[src/rtl/snd_cmd_latch_if.sv]
// Command/Z80 bus bundle for snd_cmd_latch.
// slave = latch side, master = 68000 + Z80 side.
interface snd_cmd_latch_if;
    logic        SNDDT;
    logic        SNDON;
    logic [7:0]  CPU_DIN;
    logic [15:0] Z80_A;
    logic        Z80_nMREQ;
    logic        Z80_nIORQ;
    logic        Z80_nRD;
    logic        Z80_nM1;
    logic        Z80_nIRQ;
    logic [7:0]  Z80_DOUT;
    logic        Z80_DOE;
    logic        PENDING;
    logic        OVERRUN;

    modport slave (
        input  SNDDT, SNDON, CPU_DIN,
        input  Z80_A, Z80_nMREQ, Z80_nIORQ,
        input  Z80_nRD, Z80_nM1,
        output Z80_nIRQ, Z80_DOUT, Z80_DOE,
        output PENDING, OVERRUN
    );

    modport master (
        output SNDDT, SNDON, CPU_DIN,
        output Z80_A, Z80_nMREQ, Z80_nIORQ,
        output Z80_nRD, Z80_nM1,
        input  Z80_nIRQ, Z80_DOUT, Z80_DOE,
        input  PENDING, OVERRUN
    );
endinterface

[src/rtl/snd_cmd_latch.sv]
// 68000 -> Z80 sound command latch.
// Captures code on SNDDT release, raises Z80 IRQ on SNDON rise.
module snd_cmd_latch #(
    parameter logic [15:0] LATCH_ADDR  = 16'hA000,
    parameter logic [15:0] STATUS_ADDR = 16'hA001
) (
    input  logic            clk_24M,
    input  logic            nRES,
    snd_cmd_latch_if.slave  bus
);

    logic [7:0] cmd;
    logic [7:0] shadow;
    logic       nirq;
    logic       pending;
    logic       overrun;

    logic       snddt_q;
    logic       sndon_q;
    logic       ack_q;
    logic       rd_latch_q;
    logic       rd_status_q;

    logic       rd_latch;
    logic       rd_status;
    logic       ack;
    logic       capture;
    logic       sndon_rise;
    logic       ack_edge;
    logic       latch_rd_end;
    logic       status_rd_end;
    logic       ov_set;

    assign rd_latch  = ~bus.Z80_nMREQ & ~bus.Z80_nRD
                     & (bus.Z80_A == LATCH_ADDR);
    assign rd_status = ~bus.Z80_nMREQ & ~bus.Z80_nRD
                     & (bus.Z80_A == STATUS_ADDR);
    assign ack       = ~bus.Z80_nM1 & ~bus.Z80_nIORQ;

    assign capture       = bus.SNDDT & ~snddt_q;
    assign sndon_rise    = bus.SNDON & ~sndon_q;
    assign ack_edge      = ack & ~ack_q;
    assign latch_rd_end  = rd_latch_q & ~rd_latch;
    assign status_rd_end = rd_status_q & ~rd_status;

    // An unread byte consumed on this same clock is not an overrun.
    assign ov_set = capture & pending & ~latch_rd_end;

    always_ff @(posedge clk_24M or negedge nRES) begin
        if (!nRES) begin
            snddt_q     <= 1'b1;
            sndon_q     <= 1'b0;
            ack_q       <= 1'b0;
            rd_latch_q  <= 1'b0;
            rd_status_q <= 1'b0;
        end else begin
            snddt_q     <= bus.SNDDT;
            sndon_q     <= bus.SNDON;
            ack_q       <= ack;
            rd_latch_q  <= rd_latch;
            rd_status_q <= rd_status;
        end
    end

    always_ff @(posedge clk_24M or negedge nRES) begin
        if (!nRES) begin
            shadow <= 8'h00;
            cmd    <= 8'h00;
        end else begin
            if (!bus.SNDDT) shadow <= bus.CPU_DIN;
            if (capture)    cmd    <= shadow;
        end
    end

    always_ff @(posedge clk_24M or negedge nRES) begin
        if (!nRES) begin
            pending <= 1'b0;
            overrun <= 1'b0;
        end else begin
            if (capture)           pending <= 1'b1;
            else if (latch_rd_end) pending <= 1'b0;

            if (ov_set)             overrun <= 1'b1;
            else if (status_rd_end) overrun <= 1'b0;
        end
    end

    // Set beats ack so a fresh request is never dropped.
    always_ff @(posedge clk_24M or negedge nRES) begin
        if (!nRES)           nirq <= 1'b1;
        else if (sndon_rise) nirq <= 1'b0;
        else if (ack_edge)   nirq <= 1'b1;
    end

    always_comb begin
        bus.Z80_DOUT = 8'h00;
        if (rd_latch)       bus.Z80_DOUT = cmd;
        else if (rd_status) bus.Z80_DOUT = {overrun, pending, 6'b000000};
    end

    assign bus.Z80_DOE  = rd_latch | rd_status;
    assign bus.Z80_nIRQ = nirq;
    assign bus.PENDING  = pending;
    assign bus.OVERRUN  = overrun;

endmodule
[src/flat_wrapper.sv]
// flat-port wrapper written by rule: the top's interface ports become plain ports
module snd_cmd_latch_flat 
#(
    parameter logic [15:0] LATCH_ADDR  = 16'hA000,
    parameter logic [15:0] STATUS_ADDR = 16'hA001
)
  (clk_24M, nRES, bus_SNDDT, bus_SNDON, bus_CPU_DIN, bus_Z80_A, bus_Z80_nMREQ, bus_Z80_nIORQ, bus_Z80_nRD, bus_Z80_nM1, bus_Z80_nIRQ, bus_Z80_DOUT, bus_Z80_DOE, bus_PENDING, bus_OVERRUN);
  snd_cmd_latch_if bus_i ();
  input  logic clk_24M;
  input  logic nRES;
  input wire logic [$bits(bus_i.SNDDT)-1:0] bus_SNDDT;
  input wire logic [$bits(bus_i.SNDON)-1:0] bus_SNDON;
  input wire logic [$bits(bus_i.CPU_DIN)-1:0] bus_CPU_DIN;
  input wire logic [$bits(bus_i.Z80_A)-1:0] bus_Z80_A;
  input wire logic [$bits(bus_i.Z80_nMREQ)-1:0] bus_Z80_nMREQ;
  input wire logic [$bits(bus_i.Z80_nIORQ)-1:0] bus_Z80_nIORQ;
  input wire logic [$bits(bus_i.Z80_nRD)-1:0] bus_Z80_nRD;
  input wire logic [$bits(bus_i.Z80_nM1)-1:0] bus_Z80_nM1;
  output wire logic [$bits(bus_i.Z80_nIRQ)-1:0] bus_Z80_nIRQ;
  output wire logic [$bits(bus_i.Z80_DOUT)-1:0] bus_Z80_DOUT;
  output wire logic [$bits(bus_i.Z80_DOE)-1:0] bus_Z80_DOE;
  output wire logic [$bits(bus_i.PENDING)-1:0] bus_PENDING;
  output wire logic [$bits(bus_i.OVERRUN)-1:0] bus_OVERRUN;
  assign bus_i.SNDDT = bus_SNDDT;
  assign bus_i.SNDON = bus_SNDON;
  assign bus_i.CPU_DIN = bus_CPU_DIN;
  assign bus_i.Z80_A = bus_Z80_A;
  assign bus_i.Z80_nMREQ = bus_Z80_nMREQ;
  assign bus_i.Z80_nIORQ = bus_Z80_nIORQ;
  assign bus_i.Z80_nRD = bus_Z80_nRD;
  assign bus_i.Z80_nM1 = bus_Z80_nM1;
  assign bus_Z80_nIRQ = bus_i.Z80_nIRQ;
  assign bus_Z80_DOUT = bus_i.Z80_DOUT;
  assign bus_Z80_DOE = bus_i.Z80_DOE;
  assign bus_PENDING = bus_i.PENDING;
  assign bus_OVERRUN = bus_i.OVERRUN;
  snd_cmd_latch #(.LATCH_ADDR(LATCH_ADDR), .STATUS_ADDR(STATUS_ADDR)) u_core (.clk_24M(clk_24M), .nRES(nRES), .bus(bus_i));
endmodule
[config.mk]
export PLATFORM = sky130hd
export DESIGN_NAME = snd_cmd_latch_flat
export DESIGN_NICKNAME = d
export VERILOG_FILES = /design/src/rtl/snd_cmd_latch_if.sv /design/src/rtl/snd_cmd_latch.sv /design/src/flat_wrapper.sv
export SDC_FILE = /design/constraint.sdc
export NUM_CORES = 1
export LEC_CHECK = 0
export BUFFER_PORTS_ARGS = -buffer_cell sky130_fd_sc_hd__buf_2
export CAP_MARGIN = 20
export CORE_ASPECT_RATIO = 1.1
export CORE_MARGIN = 10
export CORE_UTILIZATION = 50
export CTS_CLUSTER_SIZE = 24
export DETAILED_ROUTE_END_ITERATION = 7
export GPL_ROUTABILITY_DRIVEN = 0
export PLACE_DENSITY_LB_ADDON = 0.15
export SYNTH_ARGS = -nofsm -noshare
export SYNTH_HDL_FRONTEND = slang
export SYNTH_SLANG_ARGS = --single-unit
[constraint.sdc]
create_clock -name clk_24M -period 2.8 [get_ports clk_24M]
set_clock_uncertainty 0.05 [all_clocks]
set_input_delay 0.28 -clock clk_24M [delete_from_list [all_inputs] [get_ports clk_24M]]
set_output_delay 0.28 -clock clk_24M [all_outputs]
set_load 0.01 [all_outputs]
==> flow_summary.yaml <==
die:
  die_w_um: 63.9
  die_h_um: 68.3
  io_pins: 44
  placementRows: 17
  core_area_um2: 2020
  die-area_um2: 4370
  start_util_pct: 52.5
sta:
  finalSetupViolCount: 0
  fin_tns_setup_ns: 0
  min_period_over_period_pct: 65.0
  slew_headroom_pct: 45.9
  max_freq_ghz: 0.550
  maxSlewViolCount: 0
  rsz0062_at_grt: "no"
  finalHoldViolations: 0
  fin_crit_ns: 1.82
  worst_pin_slew_ns: 0.810
setup_path:
  required_ns: 2.47
  timing.rr.start: "u_core.snddt_q$_DFF_PN1_"
  path_class: "primary input to primary output"
  reg2regPathDepth: 2
  slowest_delay_ns: 0.42
  end_kind: "primary output"
  startpoint_type: "primary input"
  crit_start: "bus_Z80_A[6]"
  cp-endpoint: "bus_Z80_DOUT[6]"
  path_cells: "buf_2 -> nor4_1 -> nand2_1 -> or3_4 -> nor2_1 -> buf_2"
  slowest_stage: "or3_4"
  cp.arrival_ns: 1.49
  r2r_end: "u_core.cmd[3]$_DFFE_PN0N_"
  critPathMostFrequentCell: "buf_2"
  crit_fanout: 5
  worst-r2r-setup-slack_ns: 1.22
synth:
  synthFlopType: "dfrtp_1"
  synth_edf_count: 0
  synth.most_common_cell: "dfrtp_1"
  synth_common_cells: "dfrtp_1, mux2_2, nor2_1, and2_1, inv_1"
  ys_top_cells_by_area: "dfrtp_1, mux2_2, dfstp_2, and2_1, nor2_1"
  yosysTopAreaCell: "dfrtp_1"
  syn_area_um2: 1060
  syn_nets: 113
  synth_area_per_cell_um2: 13.1
  yosysWarnings: 0
  synth_top_area_share_pct: 51.9
  synth_cells: 81
  ys_seq_elements: 24
  yosysSeqAreaShare_pct: 56.8
  synth_cell_types: 25
  synthArstFlopShare_pct: 100
run:
  maxCapViolCount: 0
clock_network:
  cts_buffers: 3
  path_clk_slew_ns: 0.12
  cts_max_level: 1
  cts_num_sinks: 24
  cts_resized: 0
  cts_tree: "done"
  clockBufferDepth: 2
  clockRootBuffer: "clkbuf_4"
  clk_latency_ns: 0.31
cells_and_area:
  regArea_um2: 603
  fin_util_pct: 66.1
  fillers: 171
  multi_input_area_um2: 422
  drive_gt1_share_pct: 56.3
  diodes: 0
  num-nets-final: 159
  areaGrowthSynthToFinish_pct: 25.9
global_routing:
  grt_max_degree: 25
  antenna_found_initial: 0
  grt-ovfl-total: 0
  grt_pass1_vias: 780
  grt_pass1_wl_mm: 3.44
  track_usage_pct: 9.75
drt:
  drc: 0
  drtIter0Drc: 18
  first_pass_iters: 5
  wl_per_cell_um: 13.5
  totalWireLength_mm: 2.09
  vias: 728
  ant_nets: 0
  vias_per_cell: 4.73
worst_hold_path:
  hold_class: "primary input to register"
outcome:
  status: "completed"
placed_design:
  port_buffers: 43
pwr:
  cellLeakagePower_uw: 0.000663
  vdd_drop_max_v: 0.000372
  power_density_nw_per_um2: 497
[kinds of logic after synthesis]
group	share of synthesized area, %
DFF	56.8
AOI/OAI and AO/OA	3.30
buffers and inverters	3.42
and+or+nand+nor	17.6
muxes	18.9
[how the worst min path moves through the flow]
stage,to,start,depth (start not counted)
after floorplan,u_core.ack_q$_DFF_PN0_,nRES,0
after global placement,u_core.sndon_q$_DFF_PN0_,nRES,1
after detailed placement,u_core.sndon_q$_DFF_PN0_,nRES,1
after CTS,u_core.sndon_q$_DFF_PN0_,bus_SNDON,1
after global routing,u_core.sndon_q$_DFF_PN0_,bus_SNDON,1
final,u_core.sndon_q$_DFF_PN0_,bus_SNDON,1
[worst max-delay path, delay by kind of cell]
family | cells | cell delay, ns
buffers and inverters | 2 | 0.24
and+or+nand+nor | 4 | 0.97
[registers in the layout, indices dropped and copies added (netlist names)]
name	flops
u_core.rd_status_q	1
u_core.ack_q	1
u_core.rd_latch_q	1
u_core.shadow	8
u_core.snddt_q	1
u_core.cmd	8
u_core.bus.OVERRUN	1
u_core.sndon_q	1
u_core.bus.Z80_nIRQ	1
u_core.bus.PENDING	1
[per-stage QoR]
| step | total power, µW | setup slack, ns | instance area [µm²] | hold WS, ns | instances |
|---|---|---|---|---|---|
| CTS | 672 | 0.977 | 1340 | 0.0302 | 154 |
| global route | 701 | 0.886 | 1340 | 0.0185 | 154 |
| global placement | 492 | 0.992 | 1290 | 0.222 | 149 |
| finish | 664 | 0.980 | 1340 | 0.0404 | 154 |
| floorplan | 458 | 1.20 | 1060 | -0.0656 | 81 |
| detailed placement | 498 | 0.983 | 1290 | 0.229 | 149 |
[cell type report]
class	instances	share of cell area, %
Clock buffer	4	2.72
Tap cell	28	2.62
Timing Repair Buffer	44	16.9
Inverter	4	1.12
Sequential cell	24	45.1
Multi-Input combinational cell	50	31.6
[cell usage in the layout (no fill, tap or decap), drive strengths merged]
cell type    instances
nor3                 2
o21ai                1
a21oi                3
mux2                16
nor4b                2
or3                  2
o31ai                1
nand3b               1
clkbuf               4
and2                 6
mux2i                2
nor2                 8
dlygate4sd3          1
nand2                2
or4                  1
a21o                 1
inv                  4
nor4                 1
nor2b                1
dfrtp               22
buf                 43
dfstp                2
[per-layer routing]
metal,global-route usage [%],vias up,wire (µm)
li1,-,366,-
met3,4.40,2,229
met2,16.8,34,926
met4,4.10,0,13
met1,10.3,326,916
met5,0,-,0
[power by group]
part	leakage (µW)	switching, µW	internal [µW]
Combinational	0.000364	34.2	53.1
Clock	0.0000210	94.9	79.3
Sequential	0.000279	16.0	386
[what timing repair did]
action,CTS,global route
hold buffers,1,0
buffers inserted,0,0
hold endpoints to repair,22,0
(Power assumes the default switching activity.)
